==> src/rtl/alu_op_sequencer_pkg.sv <==
// Shared opcodes, ALU control-bus layout, FSM states and status helpers
// for the ALU operation sequencer.
package alu_op_sequencer_pkg;

    localparam logic [4:0] OP_ADD   = 5'd0;
    localparam logic [4:0] OP_ADC   = 5'd1;
    localparam logic [4:0] OP_SUB   = 5'd2;
    localparam logic [4:0] OP_SBC   = 5'd3;
    localparam logic [4:0] OP_RSB   = 5'd4;
    localparam logic [4:0] OP_AND   = 5'd5;
    localparam logic [4:0] OP_BIC   = 5'd6;
    localparam logic [4:0] OP_ORR   = 5'd7;
    localparam logic [4:0] OP_EOR   = 5'd8;
    localparam logic [4:0] OP_LSR   = 5'd9;
    localparam logic [4:0] OP_ASR   = 5'd10;
    localparam logic [4:0] OP_ROR   = 5'd11;
    localparam logic [4:0] OP_LSL   = 5'd12;
    localparam logic [4:0] OP_MOV   = 5'd13;
    localparam logic [4:0] OP_CMP   = 5'd14;
    localparam logic [4:0] OP_ADD64 = 5'd15;
    localparam logic [4:0] OP_SUB64 = 5'd16;

    localparam logic [2:0] SEL_ADD  = 3'd0;
    localparam logic [2:0] SEL_AND  = 3'd1;
    localparam logic [2:0] SEL_OR   = 3'd2;
    localparam logic [2:0] SEL_XOR  = 3'd3;
    localparam logic [2:0] SEL_SHR  = 3'd4;
    localparam logic [2:0] SEL_SHL  = 3'd5;
    localparam logic [2:0] SEL_PASS = 3'd6;
    localparam logic [2:0] SEL_ZERO = 3'd7;

    localparam logic [1:0] SH_LOGIC  = 2'b00;
    localparam logic [1:0] SH_ARITH  = 2'b01;
    localparam logic [1:0] SH_ROTATE = 2'b10;

    localparam int unsigned CTRL_SEL_LSB = 32'd0;
    localparam int unsigned CTRL_SH_LSB  = 32'd3;
    localparam int unsigned CTRL_CIN     = 32'd5;
    localparam int unsigned CTRL_RSB     = 32'd6;
    localparam int unsigned CTRL_SUB     = 32'd7;
    localparam int unsigned CTRL_INVB    = 32'd8;
    localparam logic [8:0]  CTRL_IDLE    = 9'h007;

    localparam int unsigned NZCV_N = 32'd3;
    localparam int unsigned NZCV_Z = 32'd2;
    localparam int unsigned NZCV_C = 32'd1;
    localparam int unsigned NZCV_V = 32'd0;

    typedef enum logic [1:0] {
        ST_IDLE    = 2'd0,
        ST_EXEC_LO = 2'd1,
        ST_EXEC_HI = 2'd2,
        ST_RESP    = 2'd3
    } state_e;

    function automatic logic [8:0] make_ctrl(input logic [2:0] sel, input logic [1:0] sh,
                                             input logic cin, input logic rsb,
                                             input logic sub, input logic invb);
        logic [8:0] c;
        c = 9'h000;
        c[CTRL_SEL_LSB +: 3] = sel;
        c[CTRL_SH_LSB +: 2]  = sh;
        c[CTRL_CIN]          = cin;
        c[CTRL_RSB]          = rsb;
        c[CTRL_SUB]          = sub;
        c[CTRL_INVB]         = invb;
        return c;
    endfunction

    function automatic logic is_legal(input logic [4:0] op);
        return (op <= OP_SUB64);
    endfunction

    function automatic logic is_wide(input logic [4:0] op);
        return (op == OP_ADD64) || (op == OP_SUB64);
    endfunction

    function automatic logic is_adder(input logic [4:0] op);
        return (op <= OP_RSB) || ((op >= OP_CMP) && (op <= OP_SUB64));
    endfunction

    // Logic, shift and move results leave C and V untouched.
    function automatic logic [3:0] nzcv_merge(input logic [4:0] op, input logic [3:0] old_flags,
                                              input logic [3:0] alu_flags);
        logic [3:0] f;
        f = old_flags;
        if (is_adder(op)) begin
            f = alu_flags;
        end else begin
            f[NZCV_N] = alu_flags[NZCV_N];
            f[NZCV_Z] = alu_flags[NZCV_Z];
        end
        return f;
    endfunction

endpackage

==> src/rtl/alu_op_sequencer_ctrl_encode.sv <==
// Combinational decode of opcode, pass and carry-in into the 9-bit ALU control bus.
module alu_ctrl_encode
    import alu_op_sequencer_pkg::*;
(
    input  logic [4:0] opcode,
    input  logic       pass_hi,
    input  logic       carry,
    output logic [8:0] ctrl
);

    // Opcode to control-bus field mapping; the high pass of a 64-bit op chains the low-pass carry
    always_comb begin
        ctrl = CTRL_IDLE;
        case (opcode)
            OP_ADD:   ctrl = make_ctrl(SEL_ADD,  SH_LOGIC,  1'b0,  1'b0, 1'b0, 1'b0);
            OP_ADC:   ctrl = make_ctrl(SEL_ADD,  SH_LOGIC,  carry, 1'b0, 1'b0, 1'b0);
            OP_SUB:   ctrl = make_ctrl(SEL_ADD,  SH_LOGIC,  1'b1,  1'b0, 1'b1, 1'b0);
            OP_SBC:   ctrl = make_ctrl(SEL_ADD,  SH_LOGIC,  carry, 1'b0, 1'b1, 1'b0);
            OP_RSB:   ctrl = make_ctrl(SEL_ADD,  SH_LOGIC,  1'b1,  1'b1, 1'b0, 1'b0);
            OP_AND:   ctrl = make_ctrl(SEL_AND,  SH_LOGIC,  1'b0,  1'b0, 1'b0, 1'b0);
            OP_BIC:   ctrl = make_ctrl(SEL_AND,  SH_LOGIC,  1'b0,  1'b0, 1'b0, 1'b1);
            OP_ORR:   ctrl = make_ctrl(SEL_OR,   SH_LOGIC,  1'b0,  1'b0, 1'b0, 1'b0);
            OP_EOR:   ctrl = make_ctrl(SEL_XOR,  SH_LOGIC,  1'b0,  1'b0, 1'b0, 1'b0);
            OP_LSR:   ctrl = make_ctrl(SEL_SHR,  SH_LOGIC,  1'b0,  1'b0, 1'b0, 1'b0);
            OP_ASR:   ctrl = make_ctrl(SEL_SHR,  SH_ARITH,  1'b0,  1'b0, 1'b0, 1'b0);
            OP_ROR:   ctrl = make_ctrl(SEL_SHR,  SH_ROTATE, 1'b0,  1'b0, 1'b0, 1'b0);
            OP_LSL:   ctrl = make_ctrl(SEL_SHL,  SH_LOGIC,  1'b0,  1'b0, 1'b0, 1'b0);
            OP_MOV:   ctrl = make_ctrl(SEL_PASS, SH_LOGIC,  1'b0,  1'b0, 1'b0, 1'b0);
            OP_CMP:   ctrl = make_ctrl(SEL_ADD,  SH_LOGIC,  1'b1,  1'b0, 1'b1, 1'b0);
            OP_ADD64: ctrl = make_ctrl(SEL_ADD,  SH_LOGIC,  pass_hi & carry, 1'b0, 1'b0, 1'b0);
            OP_SUB64: ctrl = make_ctrl(SEL_ADD,  SH_LOGIC,  pass_hi ? carry : 1'b1, 1'b0, 1'b1, 1'b0);
            default:  ctrl = CTRL_IDLE;
        endcase
    end

endmodule

==> src/rtl/alu_op_sequencer.sv <==
// Issue-side ALU controller: request handshake, one or two ALU passes,
// NZCV status ownership and a held response until consumed.
module alu_op_sequencer
    import alu_op_sequencer_pkg::*;
#(
    parameter int WIDTH = 32
) (
    input  logic             CLK,
    input  logic             RST_N,
    input  logic             OP_VALID,
    output logic             OP_READY,
    input  logic [4:0]       OPCODE,
    input  logic             SET_FLAGS,
    input  logic [WIDTH-1:0] A_LO,
    input  logic [WIDTH-1:0] B_LO,
    input  logic [WIDTH-1:0] A_HI,
    input  logic [WIDTH-1:0] B_HI,
    output logic             RES_VALID,
    input  logic             RES_READY,
    output logic [WIDTH-1:0] RES_LO,
    output logic [WIDTH-1:0] RES_HI,
    output logic             RES_WE,
    output logic             RES_ERR,
    output logic [3:0]       NZCV,
    output logic [8:0]       ALU_CTRL_BUS,
    output logic [WIDTH-1:0] OP0_A_BUS,
    output logic [WIDTH-1:0] OP1_B_BUS,
    input  logic [WIDTH-1:0] ALU_RESULT,
    input  logic [3:0]       ALU_FLAG
);

    state_e           state_r, next_state_s;
    logic [4:0]       opcode_r;
    logic             set_flags_r;
    logic [WIDTH-1:0] a_hi_r, b_hi_r;
    logic             z_lo_r;
    logic             op_ready_r, res_valid_r, res_we_r, res_err_r;
    logic [WIDTH-1:0] res_lo_r, res_hi_r, op_a_r, op_b_r;
    logic [3:0]       nzcv_r, nzcv_nxt_s;
    logic [8:0]       ctrl_r, ctrl_nxt_s, enc_ctrl_s;
    logic [WIDTH-1:0] a_nxt_s, b_nxt_s;
    logic [4:0]       enc_op_s;
    logic             enc_hi_s, enc_carry_s;
    logic             accept_s, upd_flags_s, issue_lo_s, issue_hi_s;

    assign accept_s    = OP_VALID && (state_r == ST_IDLE);
    assign upd_flags_s = set_flags_r || (opcode_r == OP_CMP);
    assign issue_lo_s  = accept_s && is_legal(OPCODE);
    assign issue_hi_s  = (state_r == ST_EXEC_LO) && is_wide(opcode_r);

    // Next-state decode
    always_comb begin
        next_state_s = state_r;
        case (state_r)
            ST_IDLE: begin
                if (accept_s) begin
                    next_state_s = is_legal(OPCODE) ? ST_EXEC_LO : ST_RESP;
                end else begin
                    next_state_s = ST_IDLE;
                end
            end
            ST_EXEC_LO: next_state_s = is_wide(opcode_r) ? ST_EXEC_HI : ST_RESP;
            ST_EXEC_HI: next_state_s = ST_RESP;
            ST_RESP: begin
                if (RES_READY) begin
                    next_state_s = ST_IDLE;
                end else begin
                    next_state_s = ST_RESP;
                end
            end
            default: next_state_s = ST_IDLE;
        endcase
    end

    // Encoder inputs for the pass that starts on the coming edge
    always_comb begin
        enc_op_s    = opcode_r;
        enc_hi_s    = 1'b0;
        enc_carry_s = nzcv_r[NZCV_C];
        if (issue_lo_s) begin
            enc_op_s = OPCODE;
        end else if (issue_hi_s) begin
            enc_hi_s    = 1'b1;
            enc_carry_s = ALU_FLAG[NZCV_C];
        end else begin
            enc_op_s = opcode_r;
        end
    end

    alu_ctrl_encode u_encode (
        .opcode  (enc_op_s),
        .pass_hi (enc_hi_s),
        .carry   (enc_carry_s),
        .ctrl    (enc_ctrl_s)
    );

    // ALU bus values for the next cycle; parked outside the EXEC states
    always_comb begin
        ctrl_nxt_s = CTRL_IDLE;
        a_nxt_s    = {WIDTH{1'b0}};
        b_nxt_s    = {WIDTH{1'b0}};
        if (issue_lo_s) begin
            ctrl_nxt_s = enc_ctrl_s;
            a_nxt_s    = A_LO;
            b_nxt_s    = B_LO;
        end else if (issue_hi_s) begin
            ctrl_nxt_s = enc_ctrl_s;
            a_nxt_s    = a_hi_r;
            b_nxt_s    = b_hi_r;
        end else begin
            ctrl_nxt_s = CTRL_IDLE;
        end
    end

    // Status commit in the final EXEC cycle; 64-bit Z spans both halves
    always_comb begin
        nzcv_nxt_s = nzcv_r;
        if ((state_r == ST_EXEC_LO) && !is_wide(opcode_r) && upd_flags_s) begin
            nzcv_nxt_s = nzcv_merge(opcode_r, nzcv_r, ALU_FLAG);
        end else if ((state_r == ST_EXEC_HI) && upd_flags_s) begin
            nzcv_nxt_s = nzcv_merge(opcode_r, nzcv_r,
                                    {ALU_FLAG[NZCV_N], z_lo_r & ALU_FLAG[NZCV_Z],
                                     ALU_FLAG[NZCV_C], ALU_FLAG[NZCV_V]});
        end else begin
            nzcv_nxt_s = nzcv_r;
        end
    end

    // Sequencer, operand latch, result capture and output registers
    always_ff @(posedge CLK) begin
        if (!RST_N) begin
            state_r     <= ST_IDLE;
            opcode_r    <= 5'd0;
            set_flags_r <= 1'b0;
            a_hi_r      <= {WIDTH{1'b0}};
            b_hi_r      <= {WIDTH{1'b0}};
            z_lo_r      <= 1'b0;
            op_ready_r  <= 1'b1;
            res_valid_r <= 1'b0;
            res_we_r    <= 1'b0;
            res_err_r   <= 1'b0;
            res_lo_r    <= {WIDTH{1'b0}};
            res_hi_r    <= {WIDTH{1'b0}};
            nzcv_r      <= 4'b0000;
            ctrl_r      <= CTRL_IDLE;
            op_a_r      <= {WIDTH{1'b0}};
            op_b_r      <= {WIDTH{1'b0}};
        end else begin
            state_r     <= next_state_s;
            op_ready_r  <= (next_state_s == ST_IDLE);
            res_valid_r <= (next_state_s == ST_RESP);
            ctrl_r      <= ctrl_nxt_s;
            op_a_r      <= a_nxt_s;
            op_b_r      <= b_nxt_s;
            nzcv_r      <= nzcv_nxt_s;
            case (state_r)
                ST_IDLE: begin
                    if (accept_s) begin
                        opcode_r    <= OPCODE;
                        set_flags_r <= SET_FLAGS;
                        a_hi_r      <= A_HI;
                        b_hi_r      <= B_HI;
                        res_we_r    <= is_legal(OPCODE) && (OPCODE != OP_CMP);
                        res_err_r   <= !is_legal(OPCODE);
                        res_lo_r    <= {WIDTH{1'b0}};
                        res_hi_r    <= {WIDTH{1'b0}};
                    end
                end
                ST_EXEC_LO: begin
                    res_lo_r <= ALU_RESULT;
                    z_lo_r   <= ALU_FLAG[NZCV_Z];
                end
                ST_EXEC_HI: res_hi_r <= ALU_RESULT;
                default: ;
            endcase
        end
    end

    assign OP_READY     = op_ready_r;
    assign RES_VALID    = res_valid_r;
    assign RES_LO       = res_lo_r;
    assign RES_HI       = res_hi_r;
    assign RES_WE       = res_we_r;
    assign RES_ERR      = res_err_r;
    assign NZCV         = nzcv_r;
    assign ALU_CTRL_BUS = ctrl_r;
    assign OP0_A_BUS    = op_a_r;
    assign OP1_B_BUS    = op_b_r;

endmodule

==> config.mk <==
export PLATFORM = sky130hd
export DESIGN_NAME = alu_op_sequencer
export DESIGN_NICKNAME = d
export VERILOG_FILES = /design/src/rtl/alu_op_sequencer_pkg.sv /design/src/rtl/alu_op_sequencer_ctrl_encode.sv /design/src/rtl/alu_op_sequencer.sv
export SDC_FILE = /design/constraint.sdc
export NUM_CORES = 1
export LEC_CHECK = 0
export BUFFER_PORTS_ARGS = -buffer_cell sky130_fd_sc_hd__clkbuf_2
export CAP_MARGIN = 10
export CORE_MARGIN = 8
export CORE_UTILIZATION = 40
export DETAILED_ROUTE_END_ITERATION = 6
export GPL_ROUTABILITY_DRIVEN = 0
export GPL_TIMING_DRIVEN = 0
export PLACE_DENSITY = 0.78
export SETUP_SLACK_MARGIN = 0.1
export SYNTH_ARGS = -nofsm -noshare
export SYNTH_HDL_FRONTEND = slang
export SYNTH_SLANG_ARGS = --single-unit
export TNS_END_PERCENT = 20
==> constraint.sdc <==
create_clock -name CLK -period 2.45 [get_ports CLK]
set_input_delay 0.245 -clock CLK [delete_from_list [all_inputs] [get_ports CLK]]
set_output_delay 0.245 -clock CLK [all_outputs]
set_load 0.03 [all_outputs]
# After elaboration in Yosys (flattened, before gate mapping)
# Index checks and enable logic that the tools add are counted.
dict set report totals {
  elab_cells 94
  input_bits 174
  output_inout_bits 145
  regBits 218
}
dict set report op_classes {
  bitwise_logic 2
  eq_ne 25
  reduce_logical 23
  mux 24
  n_lt_le_gt_ge 4
}
# op n
set ops {}
lappend ops {{$mux 32} 5}
lappend ops {{$pmux 9 s16} 1}
lappend ops {{$pmux 32 s2} 2}
lappend ops {{$eq 5x4->1 const B} 10}
lappend ops {{$eq 5x3->1 const B} 4}
lappend ops {{$mux 9} 2}
lappend ops {{$eq 5x2->1 const B} 2}
lappend ops {{$eq 5x5->1 const B} 2}
lappend ops {{$le 5x5->1 const B} 2}
lappend ops {{$logic_and 1x1->1} 8}
lappend ops {{$mux 2} 4}
lappend ops {{$mux 4} 2}
lappend ops {{$pmux 2 s4} 1}
lappend ops {{$eq 2x2->1 const B} 3}
lappend ops {{$mux 1} 6}
lappend ops {{$reduce_and 2->1} 3}
lappend ops {{$reduce_bool 2->1} 3}
lappend ops {{$eq 5x1->1 const B} 1}
lappend ops {{$ge 5x4->1 const B} 1}
lappend ops {{$le 5x3->1 const B} 1}
lappend ops {{$logic_not 5->1} 1}
lappend ops {{$mux 5} 1}
lappend ops {{$ne 5x4->1 const B} 1}
lappend ops {{$logic_not 2->1} 2}
lappend ops {{6 further kinds} 10}

# Longest topological paths before layout
# Gate-level depths: netlist of run 1.
dict set report depth {
  word_depth 9
  depth_mapped 8
  depth_no_buf 5
}

# Cells and area by module
# Synthesis of run 1 repeated with hierarchy kept, for this count alone.
dict set report unflattened {
  hier_cells 910
  hier_area_um2 8046.5
}
# module seq_area_each_um2 instances area_per_inst_um2 cells_per_inst
set modules_own_cells {}
lappend modules_own_cells {alu_op_sequencer 4364.2 1 7776.2 870}
lappend modules_own_cells {alu_ctrl_encode 0.0 1 270.3 40}

# Least setup slack after synthesis of run 1
# Ideal clock, no wire load.
dict set report synth_timing {
  kind {input -> register}
  start {in OPCODE[0]}
  end {reg ctrl_r[2], in the netlist ALU_CTRL_BUS[2]}
  path_stages 6
  setup_time_ns 0.125
  path_buffers 1
  arrival_time_ns 1.602
  slack_ns 0.724
  required_ns 2.325
  path_cell_list {buf_2 -> o41a_4 -> nand2b_4 -> a22oi_4 -> mux2i_1 -> o211ai_2}
}
dict set report synth_between {
  elab_chain_cells 8
  word_cells_on_any_way 24
  cone_classes {1 x order compare; 16 x eq/ne; 4 x mux; 3 x reduce/logical}
}
# element line_no
set synth_rtl {}
lappend synth_rtl {{start: declaration} alu_op_sequencer.sv:12} ;# input logic [4:0] OPCODE,
lappend synth_rtl {{$le 5x5->1} alu_op_sequencer_pkg.sv:71} ;# return (op <= OP_SUB64);
lappend synth_rtl {{$logic_and 1x1->1} alu_op_sequencer.sv:48} ;# assign issue_lo_s = accept_s && is_legal(OPCODE);
lappend synth_rtl {{$mux 5} alu_op_sequencer.sv:80} ;# if (issue_lo_s) begin
lappend synth_rtl {{$eq 5x2->1 or $eq 5x4->1 (tied branches)} alu_op_sequencer_ctrl_encode.sv:14} ;# case (opcode)
lappend synth_rtl {{$reduce_or 2->1 (no line)} -}
lappend synth_rtl {{$pmux 9 s16} alu_op_sequencer_ctrl_encode.sv:14}
lappend synth_rtl {{$mux 9} alu_op_sequencer.sv:106} ;# end else if (issue_hi_s) begin
lappend synth_rtl {{$mux 9 *} alu_op_sequencer.sv:102} ;# if (issue_lo_s) begin
lappend synth_rtl {{end signal: assignment} alu_op_sequencer.sv:152} ;# ctrl_r <= ctrl_nxt_s;
lappend synth_rtl {{end: declaration} alu_op_sequencer.sv:40} ;# logic [8:0] ctrl_r, ctrl_nxt_s, enc_ctrl_s;
# Mark *: on every way between the ends. The rest lies on a longest branch, timed or not.
# A chain may end at the register's enable or synchronous reset.

# Worst setup path after layout of run 1
dict set report layout_timing {
  start {reg opcode_r[2]}
  end {reg op_a_r[2], in the netlist OP0_A_BUS[2]}
}
dict set report layout_between {
  elab_chain_cells 5
  word_cells_on_any_way 6
  cone_classes {2 x eq/ne; 2 x mux; 2 x reduce/logical}
}
# element line_no
set layout_rtl {}
lappend layout_rtl {{start: declaration} alu_op_sequencer.sv:33} ;# logic [4:0] opcode_r;
lappend layout_rtl {{start signal: assignment} alu_op_sequencer.sv:133} ;# opcode_r <= 5'd0;
lappend layout_rtl {{start signal: assignment} alu_op_sequencer.sv:159} ;# opcode_r <= OPCODE;
lappend layout_rtl {{$eq 5x4->1 or $eq 5x5->1 (tied branches)} alu_op_sequencer_pkg.sv:75} ;# return (op == OP_ADD64) || (op == OP_SUB64);
lappend layout_rtl {{$logic_or 1x1->1 *} alu_op_sequencer_pkg.sv:75}
lappend layout_rtl {{$logic_and 1x1->1 *} alu_op_sequencer.sv:49} ;# assign issue_hi_s = (state_r == ST_EXEC_LO) && is_wide(opcode_r);
lappend layout_rtl {{$mux 32 *} alu_op_sequencer.sv:106}
lappend layout_rtl {{$mux 32 *} alu_op_sequencer.sv:102}
lappend layout_rtl {{end signal: assignment} alu_op_sequencer.sv:146} ;# op_a_r <= {WIDTH{1'b0}};
lappend layout_rtl {{end signal: assignment} alu_op_sequencer.sv:153} ;# op_a_r <= a_nxt_s;
lappend layout_rtl {{end: declaration} alu_op_sequencer.sv:38} ;# logic [WIDTH-1:0] res_lo_r, res_hi_r, op_a_r, op_b_r;
# Marked as above.

==> PnR_summary.wiki, run 1 <==
{| class="wikitable"
! Metric !! Value
|-
| Maximum number of pins on one net before global-route repair || 14
|-
| Post-synthesis instance area || ~0.0085 mm²
|-
| Total number of vias || 8368
|-
| Final wirelength || approximately 30000 µm
|-
| Total count of hold-check failures in the final report || 0
|-
| Reg clk slew, reported paths || 0.06 ns
|-
| Maximum single-stage delay on the critical path || 0.39 ns
|-
| Count of warnings emitted by yosys || 0
|-
| H-tree depth || 1
|-
| Most frequently used flop master after synthesis || sky130_fd_sc_hd__dfxtp_1
|-
| Buffers inserted by post-CTS timing repair || 0
|-
| Startpoint of the worst hold path || A_LO[15]
|-
| Global-route wire length before repair || 46000 µm
|-
| Post-synthesis area per instance || 9.14 µm²
|-
| Met2 Resource Use GR || 38.2%
|-
| Full die area || around 0.026 mm²
|-
| Critical Path Source Type || register
|-
| TritonCTS clock tree || yes
|-
| Mapped Nets || ~1.1k
|-
| Final-report max-slew violation count || 0
|-
| Worst ir drop on vdd || 0.616 mV
|-
| Path category of the worst min-delay check || primary input to register
|-
| Critical path class || register to register
|-
| Number of top-level pins || ~320
|-
| Period utilisation layout || 92.6%
|-
| Drt initial violations || 463
|-
| Power Dens Cells || between 700 and 800 mW/mm²
|-
| Final Net Count || between 1.5k and 2k
|-
| Maximum clock frequency || about 440 MHz
|-
| Antenna violations before repair || 5
|-
| CP delay by family, top || simple AND/OR/NAND/NOR gates
|-
| Met3 usage in global routing || 6.72%
|-
| Routed vias/inst || between 5 and 6
|-
| CP bufs+invs || 3
|-
| Compound-cell area share of the yosys netlist || 21.9%
|-
| Area of the core || around 0.021 mm²
|-
| Startpoint of the worst setup timing path || opcode_r[2]$_SDFFE_PN0P_
|-
| Power Total || 8.81 mW
|-
| Final critical-path required period || 2.27 ns
|-
| Post-synthesis sequential element count || 218
|-
| Floorplan die height || between 150 and 200 µm
|-
| Portion of the post-synthesis area used by sequential elements || 51.6%
|-
| Fraction of the mapped netlist area in adder cells || less than 1%
|-
| Inserted Clock Buffers || 24
|-
| CP endpoint kind || register
|-
| Row count || 53
|-
| Clk Latency, worst-skew pair || 0.51 ns
|-
| Ratio of cells with drive above 1 in the final layout || roughly 28%
|-
| Number of clock sinks || 218
|-
| Number of design rule violations left after detail routing || 0
|-
| Worst Path Required || 2.87 ns
|-
| Clock root buffer master || sky130_fd_sc_hd__clkbuf_16
|-
| Max_cap viols || 0
|-
| Mux cell area share after synthesis || 0.473%
|-
| Ordered cell list for the critical path || buf_2, and4b_1, a22oi_1, nor2_1, buf_4, buf_4, a22oi_1, nor2b_1
|-
| Setup TNS || 0 ns
|-
| Least-Margin Pin Slew || 0.901 ns
|-
| Overall track demand over capacity in global routing || 21.6%
|-
| Met1 Usage GRT || 23.2%
|-
| Count of flip-flops with a built-in enable after synthesis || 0
|-
| Crit path DAT || 2.69 ns
|-
| Iteration count of the initial detailed-routing pass || 5
|-
| Post-synth ARST share || 0%
|-
| Layout-stage area growth over the synthesis result || 44.5%
|-
| Synthesized-area fraction occupied by xor and xnor cells || 0.310%
|-
| Setup repair after global routing missed its margin || yes
|-
| Critical path fanouts, max || 10
|-
| Launch point of the worst reg-to-reg path || opcode_r[2]$_SDFFE_PN0P_
|-
| Vias in the first global route || between 8k and 9k
|-
| Detailed-placement wirelength estimate || 20900 µm
|-
| Detail Route Antenna Nets || 0
|-
| Total of endpoints with negative setup slack in the final report || 0
|-
| Dominant combinational cell family by area after synthesis || compound AO/OA/AOI/OAI gates
|-
| Gr busiest metal || met2
|-
| CP max-delay cell || sky130_fd_sc_hd__nor2_1
|-
| Remaining Overflow, GRT || 0
|-
| Initial standard-cell utilization of the core || 40.5%
|-
| Die Span X || approximately 160 µm
|-
| Port-buffer cells || 315
|-
| Synthesized instance count || 926
|-
| Post-synth cell types || 53
|-
| Wire per inst || 17.6 µm
|-
| LEAKAGE || 5.08 nW
|-
| Simple-gate share of the synthesized area || 21.1%
|-
| Run status || finished clean
|-
| Clk_skew || 0.00876 ns
|-
| Number of buffers between clock root and the deepest sink || 3
|-
| Slew HR || 39.9%
|}
-- cells in the mapped netlist (3+ instances only) --
cell type	count	area [µm²]
sky130_fd_sc_hd__a21boi_0	106	796
sky130_fd_sc_hd__a21oi_1	10	50.1
sky130_fd_sc_hd__a22oi_1	98	736
sky130_fd_sc_hd__buf_1	3	11.3
sky130_fd_sc_hd__buf_2	19	95.1
sky130_fd_sc_hd__buf_4	4	30.0
sky130_fd_sc_hd__clkbuf_1	54	203
sky130_fd_sc_hd__dfxtp_1	218	4360
sky130_fd_sc_hd__inv_1	5	18.8
sky130_fd_sc_hd__mux2i_1	4	40.0
sky130_fd_sc_hd__nand2_1	193	724
sky130_fd_sc_hd__nand3_1	35	175
sky130_fd_sc_hd__nor2_1	14	52.6
sky130_fd_sc_hd__nor2b_1	100	626
sky130_fd_sc_hd__nor3_1	3	15.0
sky130_fd_sc_hd__nor3b_1	3	22.5
sky130_fd_sc_hd__o211ai_1	3	22.5
sky130_fd_sc_hd__o21ai_0	7	35.0
-- final timing paths --
path                                    to  slack [ns]  depth (start not counted)
setup / recovery   OP0_A_BUS[2]$_SDFF_PN0_        0.18                          8
hold reg to reg    a_hi_r[12]$_SDFFE_PN0P_        0.46                          2
setup reg to reg   OP0_A_BUS[2]$_SDFF_PN0_        0.18                          8
hold / removal    OP0_A_BUS[15]$_SDFF_PN0_        0.01                          3
-- metal layers --
| metal | up-vias | wire (µm) |
|---|---|---|
| li1 | 4065 | - |
| met3 | 71 | 2580 |
| met5 | - | 0 |
| met2 | 337 | 14600 |
| met1 | 3895 | 11100 |
| met4 | 0 | 1210 |
-- repair_timing --
| action | 4_1_cts | 5_1_grt |
|---|---|---|
| endpoints found under the hold margin | 106 | 0 |
| resized for setup | 1 | 2 |
| hold buffers | 105 | 0 |
| setup endpoints to repair | 1 | 5 |
-- sequential cells by signal, indices dropped and copies added, names as in the netlist --
register	flops
RES_WE	1
RES_LO	32
RES_HI	32
OP1_B_BUS	32
OP_READY	1
set_flags_r	1
ALU_CTRL_BUS	9
opcode_r	5
RES_VALID	1
a_hi_r	32
OP0_A_BUS	32
z_lo_r	1
RES_ERR	1
NZCV	4
state_r	2
b_hi_r	32
-- kinds of logic (layout without fill, tap and decap cells) --
| kind of cell | count (synthesis) | after routing |
|---|---|---|
| AND/OR/NAND/NOR | 366 | 366 |
| other | 0 | 6 |
| buffers and inverters | 87 | 549 |
| multiplexers | 4 | 4 |
| AO/OA/AOI/OAI | 247 | 247 |
| adder cells (fa/ha/maj) | 1 | 1 |
| XOR/XNOR | 3 | 3 |
| flip-flops | 218 | 218 |
-- power breakdown --
| part | total [mW] | switching [mW] | internal [mW] |
|---|---|---|---|
| clock network | 3.58 | 1.44 | 2.14 |
| registers | 3.82 | 0.0920 | 3.73 |
| logic | 1.41 | 0.855 | 0.553 |
-- worst min-delay path, stage by stage --
cell,delay (ns)
sky130_fd_sc_hd__clkbuf_2,0.08
sky130_fd_sc_hd__a22oi_1,0.07
sky130_fd_sc_hd__nor2b_1,0.10
-- cell type report --
| class | instances | area, µm² |
|---|---|---|
| Tap cell | 275 | 344 |
| Clock buffer | 34 | 679 |
| Fill cell | 1804 | 8660 |
| Inverter | 5 | 18.8 |
| Buffer | 82 | 365 |
| Antenna cell | 6 | 15.0 |
| Multi-Input combinational cell | 621 | 3720 |
| Timing Repair Buffer | 420 | 2630 |
| Sequential cell | 218 | 4360 |
| Clock inverter | 8 | 98.8 |
-- cell usage in the layout, fill, tap and decap left out, types with 2 or more instances in the layout --
cell type,n
sky130_fd_sc_hd__clkbuf_2,316
sky130_fd_sc_hd__dfxtp_1,218
sky130_fd_sc_hd__nand2_1,193
sky130_fd_sc_hd__a21boi_0,106
sky130_fd_sc_hd__dlygate4sd3_1,105
sky130_fd_sc_hd__nor2b_1,100
sky130_fd_sc_hd__a22oi_1,98
sky130_fd_sc_hd__clkbuf_1,60
sky130_fd_sc_hd__nand3_1,35
sky130_fd_sc_hd__clkbuf_16,25
sky130_fd_sc_hd__buf_2,18
sky130_fd_sc_hd__nor2_1,14
sky130_fd_sc_hd__a21oi_1,10
sky130_fd_sc_hd__o21ai_0,7
sky130_fd_sc_hd__diode_2,6
sky130_fd_sc_hd__buf_4,5
sky130_fd_sc_hd__inv_1,5
sky130_fd_sc_hd__mux2i_1,4
sky130_fd_sc_hd__o211ai_1,3
sky130_fd_sc_hd__nor3b_1,3
sky130_fd_sc_hd__nor3_1,3
sky130_fd_sc_hd__buf_1,3
sky130_fd_sc_hd__clkinv_2,3
sky130_fd_sc_hd__buf_6,2
sky130_fd_sc_hd__nand2b_1,2
sky130_fd_sc_hd__nor3b_2,2
sky130_fd_sc_hd__o21ai_2,2
sky130_fd_sc_hd__nor4_1,2
sky130_fd_sc_hd__a211oi_1,2
sky130_fd_sc_hd__a21o_1,2
sky130_fd_sc_hd__a31oi_1,2
sky130_fd_sc_hd__xor2_1,2
sky130_fd_sc_hd__a2111oi_0,2
sky130_fd_sc_hd__o21bai_1,2
sky130_fd_sc_hd__and2_1,2
sky130_fd_sc_hd__bufinv_16,2
sky130_fd_sc_hd__clkbuf_8,2
sky130_fd_sc_hd__clkinvlp_4,2
-- stage by stage --
| stage | hold WS, ns | worst slack (ns) | util, % | area (µm²) | std cells |
|---|---|---|---|---|---|
| 2_1_floorplan | 0.387 | 0.724 | - | 8460 | 926 |
| 3_3_place_gp | 0.447 | 0.153 | 49.7 | 10400 | 1516 |
| 3_5_place_dp | 0.456 | 0.112 | 49.7 | 10400 | 1516 |
| 4_1_cts | 0.000391 | 0.168 | 58.5 | 12200 | 1663 |
| 5_1_grt | 0.00549 | 0.0828 | 58.5 | 12200 | 1668 |
| 6_report | 0.0107 | 0.180 | 58.6 | 12200 | 1669 |
Note: power is estimated with default switching activity, not from simulation.
==> inputs of run 2 (changes only) <==
CORE_UTILIZATION = 45   (was 40)
PLACE_DENSITY = 0.85   (was 0.78)
==> PnR_summary.wiki, run 2 (synthesis gave the netlist of run 1 again) <==
{| class="wikitable"
! Metric !! Value
|-
| Total count of hold-check failures in the final report || 0
|-
| Remaining Overflow, GRT || 0
|-
| Port-buffer cells || 315
|-
| Commonest non-fill, non-tap cell in the layout || sky130_fd_sc_hd__clkbuf_2
|-
| Setup repair after global routing missed its margin || no
|-
| Area of the core || between 0.015 and 0.02 mm²
|-
| Worst Hold Path EP || RES_LO[29]$_SDFFE_PN0P_
|-
| Reg clk slew, reported paths || 0.06 ns
|-
| Max_cap viols || 0
|-
| Total number of vias || between 8k and 9k
|-
| Routed vias/inst || 5.26
|-
| Hold Path Cell Cnt || 3
|-
| Overall track demand over capacity in global routing || 24.1%
|-
| Final wirelength || 29300 µm
|-
| Detail Route Antenna Nets || 0
|-
| Maximum single-stage delay on the critical path || 0.48 ns
|-
| Internal portion of total power || 6.14 mW
|-
| Crit path DAT || 2.59 ns
|-
| Ordered cell list for the critical path || nor3b_2, a22oi_1, nor2_2, clkbuf_4, buf_4, a22oi_1, nor2b_1
|-
| Iteration count of the initial detailed-routing pass || 5
|-
| Setup slack of the most critical reg-to-reg path || 0.28 ns
|-
| Layout-stage area growth over the synthesis result || 39.6%
|-
| Buffers inserted by post-CTS timing repair || 0
|-
| Number of buffers between clock root and the deepest sink || 3
|-
| Flip-flop and latch area || 0.00436 mm²
|-
| Sw Pwr || 2.27 mW
|-
| Number of design rule violations left after detail routing || 0
|-
| H-tree depth || 1
|-
| Crit Reg-Reg Endpoint || OP0_A_BUS[6]$_SDFF_PN0_
|-
| Vias in the first global route || 8777
|-
| Worst ir drop on vdd || about 0.62 mV
|-
| CP endpoint kind || register
|-
| Antenna violations before repair || 2
|-
| Clk Latency, worst-skew pair || 0.50 ns
|-
| Initial standard-cell utilization of the core || 45.5%
|-
| Startpoint of the worst hold path || ALU_RESULT[29]
|-
| Final critical-path required period || 2.17 ns
|-
| Wire per inst || ~18 µm
|-
| Multi-input gate area in the final layout || 0.00372 mm²
|-
| Clock root buffer master || sky130_fd_sc_hd__clkbuf_16
|-
| FILL cells || 1537
|-
| Floorplan die height || 153 µm
|-
| Worst path most repeated cell || sky130_fd_sc_hd__a22oi_1
|-
| Most frequent cells in the layout || 317 x sky130_fd_sc_hd__clkbuf_2, 218 x sky130_fd_sc_hd__dfxtp_1, 193 x sky130_fd_sc_hd__nand2_1
|-
| Ratio of cells with drive above 1 in the final layout || 28.1%
|-
| LEAKAGE || 4.93 nW
|-
| Slew HR || 43.3%
|-
| Detailed-placement wirelength estimate || about 21000 µm
|-
| Period utilisation layout || approximately nine tenths
|-
| Proportion of power drawn by flip-flops and latches || 45.5%
|-
| Maximum number of pins on one net before global-route repair || 13
|-
| Setup TNS || 0 ns
|-
| Launch point of the worst reg-to-reg path || opcode_r[4]$_SDFFE_PN0P_
|-
| Worst Path Required || 2.86 ns
|-
| Critical Path Source Type || register
|-
| Clock share of power || 38.2%
|-
| Full die area || 0.0235 mm²
|-
| Final-report max-slew violation count || 0
|-
| Row count || 50
|-
| Minimum hold slack || 0.0143 ns
|-
| CP max-delay cell || sky130_fd_sc_hd__dfxtp_1
|-
| Final setup margin || approximately 0.28 ns
|-
| Least-Margin Pin Slew || 0.850 ns
|-
| Power Total || approximately 8.4 mW
|-
| Switch share || 27.0%
|-
| Combinational fraction of design power || 16.4%
|-
| Critical path class || register to register
|-
| Critical path fanouts, max || 10
|-
| Maximum clock frequency || roughly 460 MHz
|-
| Run status || finished clean
|-
| Post-Place Worst Slack || between 0.15 and 0.2 ns
|-
| TritonCTS clock tree || yes
|-
| Global-route wire length before repair || 46400 µm
|-
| Final Net Count || between 1.5k and 2k
|-
| Power Dens Cells || 712 mW/mm²
|-
| Inserted Clock Buffers || 23
|-
| Number of clock sinks || roughly 220
|-
| Worst R2R Path Depth || 7
|-
| Clk_skew || 0.00667 ns
|-
| Number of top-level pins || about 320
|-
| Path category of the worst min-delay check || primary input to register
|-
| Total of endpoints with negative setup slack in the final report || 0
|-
| Die Span X || 153 µm
|-
| Drt initial violations || between 300 and 400
|}
-- run 2: cell types whose count changed in the layout (fill, tap and decap cells not counted) --
cell / previous run / this run
sky130_fd_sc_hd__nor2_2: 0 / 1
sky130_fd_sc_hd__dlygate4sd3_1: 105 / 79
sky130_fd_sc_hd__clkbuf_2: 316 / 317
sky130_fd_sc_hd__bufinv_16: 2 / 1
sky130_fd_sc_hd__clkbuf_16: 25 / 23
sky130_fd_sc_hd__clkinv_4: 1 / 0
sky130_fd_sc_hd__diode_2: 6 / 3
sky130_fd_sc_hd__clkbuf_4: 0 / 1
sky130_fd_sc_hd__buf_4: 5 / 4
sky130_fd_sc_hd__clkinv_2: 3 / 2
sky130_fd_sc_hd__clkinvlp_4: 2 / 0
sky130_fd_sc_hd__nor2_1: 14 / 13
-- run 2: final cells by class --
type                       instances  share of cell area (%)
tap                              234                    2.48
buffer                            82                    3.10
clock inverter                     3                   0.339
multi-input combinational        621                    31.5
inverter                           5                   0.159
timing repair buffer             394                    20.0
clock buffer                      33                    5.36
antenna                            3                  0.0636
sequential                       218                    36.9
-- run 2: worst max-delay path, delay by kind of cell, from the launching register on --
| kind | cells | cell delay, ns |
|---|---|---|
| AND/OR/NAND/NOR | 3 | 0.78 |
| buffers and inverters | 2 | 0.56 |
| AO/OA/AOI/OAI | 2 | 0.26 |
| flip-flops | 1 | 0.48 |
-- run 2: worst max-delay path by stage --
stage                                   startpoint                    endpoint  slack (ns)  depth (start not counted)
after floorplan                          OPCODE[0]  ALU_CTRL_BUS[2]$_SDFF_PN1_        0.72                          6
after global placement       state_r[1]$_SDFF_PN0_    OP1_B_BUS[28]$_SDFF_PN0_        0.23                          8
after detailed placement  opcode_r[4]$_SDFFE_PN0P_    OP0_A_BUS[18]$_SDFF_PN0_        0.20                          7
after CTS                 opcode_r[4]$_SDFFE_PN0P_    OP0_A_BUS[18]$_SDFF_PN0_        0.16                          7
after global routing         state_r[1]$_SDFF_PN0_     OP0_A_BUS[6]$_SDFF_PN0_        0.18                          8
final                     opcode_r[4]$_SDFFE_PN0P_     OP0_A_BUS[6]$_SDFF_PN0_        0.28                          7
-- run 2: stage by stage --
step	instance area (µm²)	utilization, %	instances
after floorplan	8460	-	926
after detailed placement	10300	55.6	1475
after global placement	10300	55.6	1475
final	11800	63.6	1593
after CTS	11800	63.5	1590
after global routing	11800	63.6	1593
-- run 2: per-layer routing --
| layer | up-vias | GRT usage, % | part of all wire, % |
|---|---|---|---|
| met5 | - | 0 | 0 |
| met4 | 0 | 10.1 | 3.7 |
| met3 | 76 | 8.60 | 9.3 |
| met2 | 375 | 43.2 | 50 |
| met1 | 3911 | 25.0 | 37 |
| li1 | 4022 | - | - |
-- run 2: timing repair --
| action | 4_1_cts | 5_1_grt |
|---|---|---|
| endpoints found under the hold margin | 79 | 0 |
| resized for setup | 0 | 6 |
| setup endpoints to repair | 0 | 20 |
| hold buffers | 79 | 0 |
-- run 2: power groups by stage --
stage	Combinational (mW)	Clock [mW]	Sequential [mW]
finish	1.38	3.21	3.82
global route	1.50	3.42	3.84
CTS	1.36	3.28	3.82
detailed placement	1.25	0	3.90
global placement	1.23	0	3.89
floorplan	0.589	0	4.08
==> inputs of run 3 (changes only) <==
PLACE_DENSITY = 0.86   (was 0.85)
SYNTH_HIERARCHICAL = 1   (was not set)
==> PnR_summary.wiki, run 3 <==
{| class="wikitable"
! Metric !! Value
|-
| Setup repair after global routing missed its margin || no
|-
| Vias in the first global route || 9331
|-
| Post-synth cell types || 43
|-
| Area share of the largest cell type after synthesis || approximately 54%
|-
| Mapped Nets || 1084
|-
| Setup slack of the most critical reg-to-reg path || approximately 0.20 ns
|-
| Number of clock sinks || 218
|-
| Post-synth ARST share || 0%
|-
| Period utilisation layout || 91.9%
|-
| Inserted Clock Buffers || 23
|-
| TritonCTS clock tree || yes
|-
| Library cell with the highest instance count after synthesis || sky130_fd_sc_hd__dfxtp_1
|-
| Critical path class || register to register
|-
| Startpoint of the worst setup timing path || opcode_r[1]$_SDFFE_PN0P_
|-
| FILL cells || 1296
|-
| Worst ir drop on vdd || 0.548 mV
|-
| Die Span X || 150 µm
|-
| Minimum hold slack || about 0.0018 ns
|-
| Least-Margin Pin Slew || a little under 0.8 ns
|-
| Clk Latency, worst-skew pair || ~0.5 ns
|-
| Startpoint of the worst hold path || A_HI[11]
|-
| Area of the core || 0.0178 mm²
|-
| Iteration count of the initial detailed-routing pass || 6
|-
| Power Total || roughly 9.0 mW
|-
| Ratio of cells with drive above 1 in the final layout || 31.9%
|-
| Leading cell types by total area after synthesis || sky130_fd_sc_hd__dfxtp_1 54%, sky130_fd_sc_hd__nand2_1 8.8%, sky130_fd_sc_hd__a22oi_1 7.2%, sky130_fd_sc_hd__a21oi_1 6.9%, sky130_fd_sc_hd__nor2_1 4.0%
|-
| Most frequent cells after synthesis || 218 x sky130_fd_sc_hd__dfxtp_1, 188 x sky130_fd_sc_hd__nand2_1, 111 x sky130_fd_sc_hd__a21oi_1
|-
| Clk_skew || 0.0142 ns
|-
| Critical path fanouts, max || 10
|-
| Worst R2R Path Depth || 9
|-
| Final Net Count || 1552
|-
| Maximum number of pins on one net before global-route repair || 14
|-
| Total count of hold-check failures in the final report || 0
|-
| Total number of vias || 8797
|-
| Synthesized instance count || 910
|-
| Detailed-placement wirelength estimate || 20900 µm
|-
| Path category of the worst min-delay check || primary input to register
|-
| CP endpoint kind || register
|-
| H-tree depth || 1
|-
| Worst Hold Path EP || a_hi_r[11]$_SDFFE_PN0P_
|-
| Clock root buffer master || sky130_fd_sc_hd__clkbuf_16
|-
| Run status || finished clean
|-
| Global-route wire length before repair || around 50000 µm
|-
| Floorplan die height || 150 µm
|-
| Number of design rule violations left after detail routing || 0
|-
| Worst Path Required || approximately 2.9 ns
|-
| Reg clk slew, reported paths || 0.07 ns
|-
| Power Dens Cells || 750 mW/mm²
|-
| Most frequently used flop master after synthesis || sky130_fd_sc_hd__dfxtp_1
|-
| Port-buffer cells || approximately 320
|-
| Initial standard-cell utilization of the core || 45.3%
|-
| Biggest area consumer among synthesized cells || sky130_fd_sc_hd__dfxtp_1
|-
| Final-report max-slew violation count || 0
|-
| Drt initial violations || about 480
|-
| Post-synthesis area per instance || approximately 9 µm²
|-
| Portion of the post-synthesis area used by sequential elements || between 50% and 60%
|-
| Post-synthesis instance area || a little over 0.008 mm²
|-
| Post-route cell area || roughly 0.012 mm²
|-
| Post-synthesis sequential element count || between 200 and 250
|-
| Setup TNS || 0 ns
|-
| Launch point of the worst reg-to-reg path || opcode_r[1]$_SDFFE_PN0P_
|-
| Routed vias/inst || 5.41
|-
| Remaining Overflow, GRT || 0
|-
| Hold Path Cell Cnt || 3
|-
| Most frequent cells in the layout || 319 x sky130_fd_sc_hd__clkbuf_2, 218 x sky130_fd_sc_hd__dfxtp_1, 187 x sky130_fd_sc_hd__nand2_1
|-
| Slew HR || a little under half
|-
| Maximum clock frequency || about 440 MHz
|-
| Commonest non-fill, non-tap cell in the layout || sky130_fd_sc_hd__clkbuf_2
|-
| Final wirelength || 32000 µm
|-
| Final critical-path required period || 2.25 ns
|-
| Crit Reg-Reg Endpoint || ALU_CTRL_BUS[5]$_SDFF_PN0_
|-
| Critical Path Source Type || register
|-
| Detail Route Antenna Nets || 0
|-
| LEAKAGE || approximately 5.2 nW
|-
| Layout-stage area growth over the synthesis result || 49.1%
|-
| Instance area at placement || between 0.009 and 0.01 mm²
|-
| Number of buffers between clock root and the deepest sink || 3
|-
| Full die area || 0.0224 mm²
|-
| Count of warnings emitted by yosys || 6
|-
| Antenna violations before repair || 3
|-
| Number of top-level pins || 319
|-
| Count of flip-flops with a built-in enable after synthesis || 0
|-
| Overall track demand over capacity in global routing || 27.3%
|-
| Total of endpoints with negative setup slack in the final report || 0
|-
| Crit path DAT || 2.65 ns
|-
| Wire per inst || 19.6 µm
|-
| End-of-flow core utilization || 67.5%
|-
| Max_cap viols || 0
|-
| Row count || 49
|}
==> run 3: area by class of cell <==
cell class	count	area (µm²)	share of cell area [%]
Inverter	4	15.0	0.125
Clock buffer	34	677	5.64
Buffer	76	405	3.38
Tap cell	229	287	2.39
Timing Repair Buffer	444	2840	23.7
Antenna cell	4	10.0	0.0834
Sequential cell	218	4360	36.4
Multi-Input combinational cell	611	3310	27.6
Clock inverter	7	87.6	0.730
==> run 3: where the power goes <==
part	switching (mW)	leakage, nW	internal, mW	total (mW)
Sequential	0.128	1.78	3.75	3.87
Clock	1.43	0.377	2.12	3.55
Combinational	0.975	3.01	0.601	1.58
==> run 3: routing by layer <==
layer,vias to the layer above,GRT usage [%],wire [µm]
met5,-,0,0
met3,142,7.11,3010
met1,4082,28.2,11300
met4,0,15.0,1690
li1,4046,-,-
met2,527,49.3,16000
==> run 3: cell families (layout without fill, tap and decap cells) <==
family                 Yosys count  count (layout)  share of synthesized area (%)
AND/OR/NAND/NOR                369             369                           20.2
buffers and inverters           81             565                           5.16
AO/OA/AOI/OAI                  232             232                           19.2
multiplexers                     7               7                          0.933
XOR/XNOR                         3               3                          0.327
other                            0               4                              0
flip-flops                     218             218                           54.2
==> run 3: worst max-delay path, cell delays in order, from the launching register on <==
cell,delay [ns]
sky130_fd_sc_hd__dfxtp_1,0.47
sky130_fd_sc_hd__and4b_1,0.29
sky130_fd_sc_hd__a22oi_2,0.10
sky130_fd_sc_hd__nor2_4,0.22
sky130_fd_sc_hd__buf_6,0.23
sky130_fd_sc_hd__mux2_1,0.38
sky130_fd_sc_hd__nand2b_1,0.16
sky130_fd_sc_hd__nand3_1,0.10
sky130_fd_sc_hd__nand3_1,0.06
sky130_fd_sc_hd__and2_1,0.14
==> run 3: per-stage QoR <==
step / setup WS (ns) / cells
final: 0.198 / 1627
after global placement: -0.387 / 1457
after floorplan: 0.148 / 910
after CTS: 0.132 / 1622
after detailed placement: -0.426 / 1457
after global routing: 0.111 / 1626
==> run 3: how the worst max path moves through the flow <==
| stage | endpoint | slack [ns] |
|---|---|---|
| after floorplan | ALU_CTRL_BUS[5]$_SDFF_PN0_ | 0.15 |
| after global placement | ALU_CTRL_BUS[2]$_SDFF_PN1_ | -0.39 |
| after detailed placement | ALU_CTRL_BUS[2]$_SDFF_PN1_ | -0.43 |
| after global routing | ALU_CTRL_BUS[5]$_SDFF_PN0_ | 0.11 |
| final | ALU_CTRL_BUS[5]$_SDFF_PN0_ | 0.20 |
| after CTS | ALU_CTRL_BUS[2]$_SDFF_PN1_ | 0.13 |
==> run 3: what timing repair did <==
item	CTS	global route
resized for setup	6	10
buffers inserted	2	2
hold buffers	122	0
endpoints found under the hold margin	137	0
pin swaps	2	2
endpoints found under the setup margin	9	7
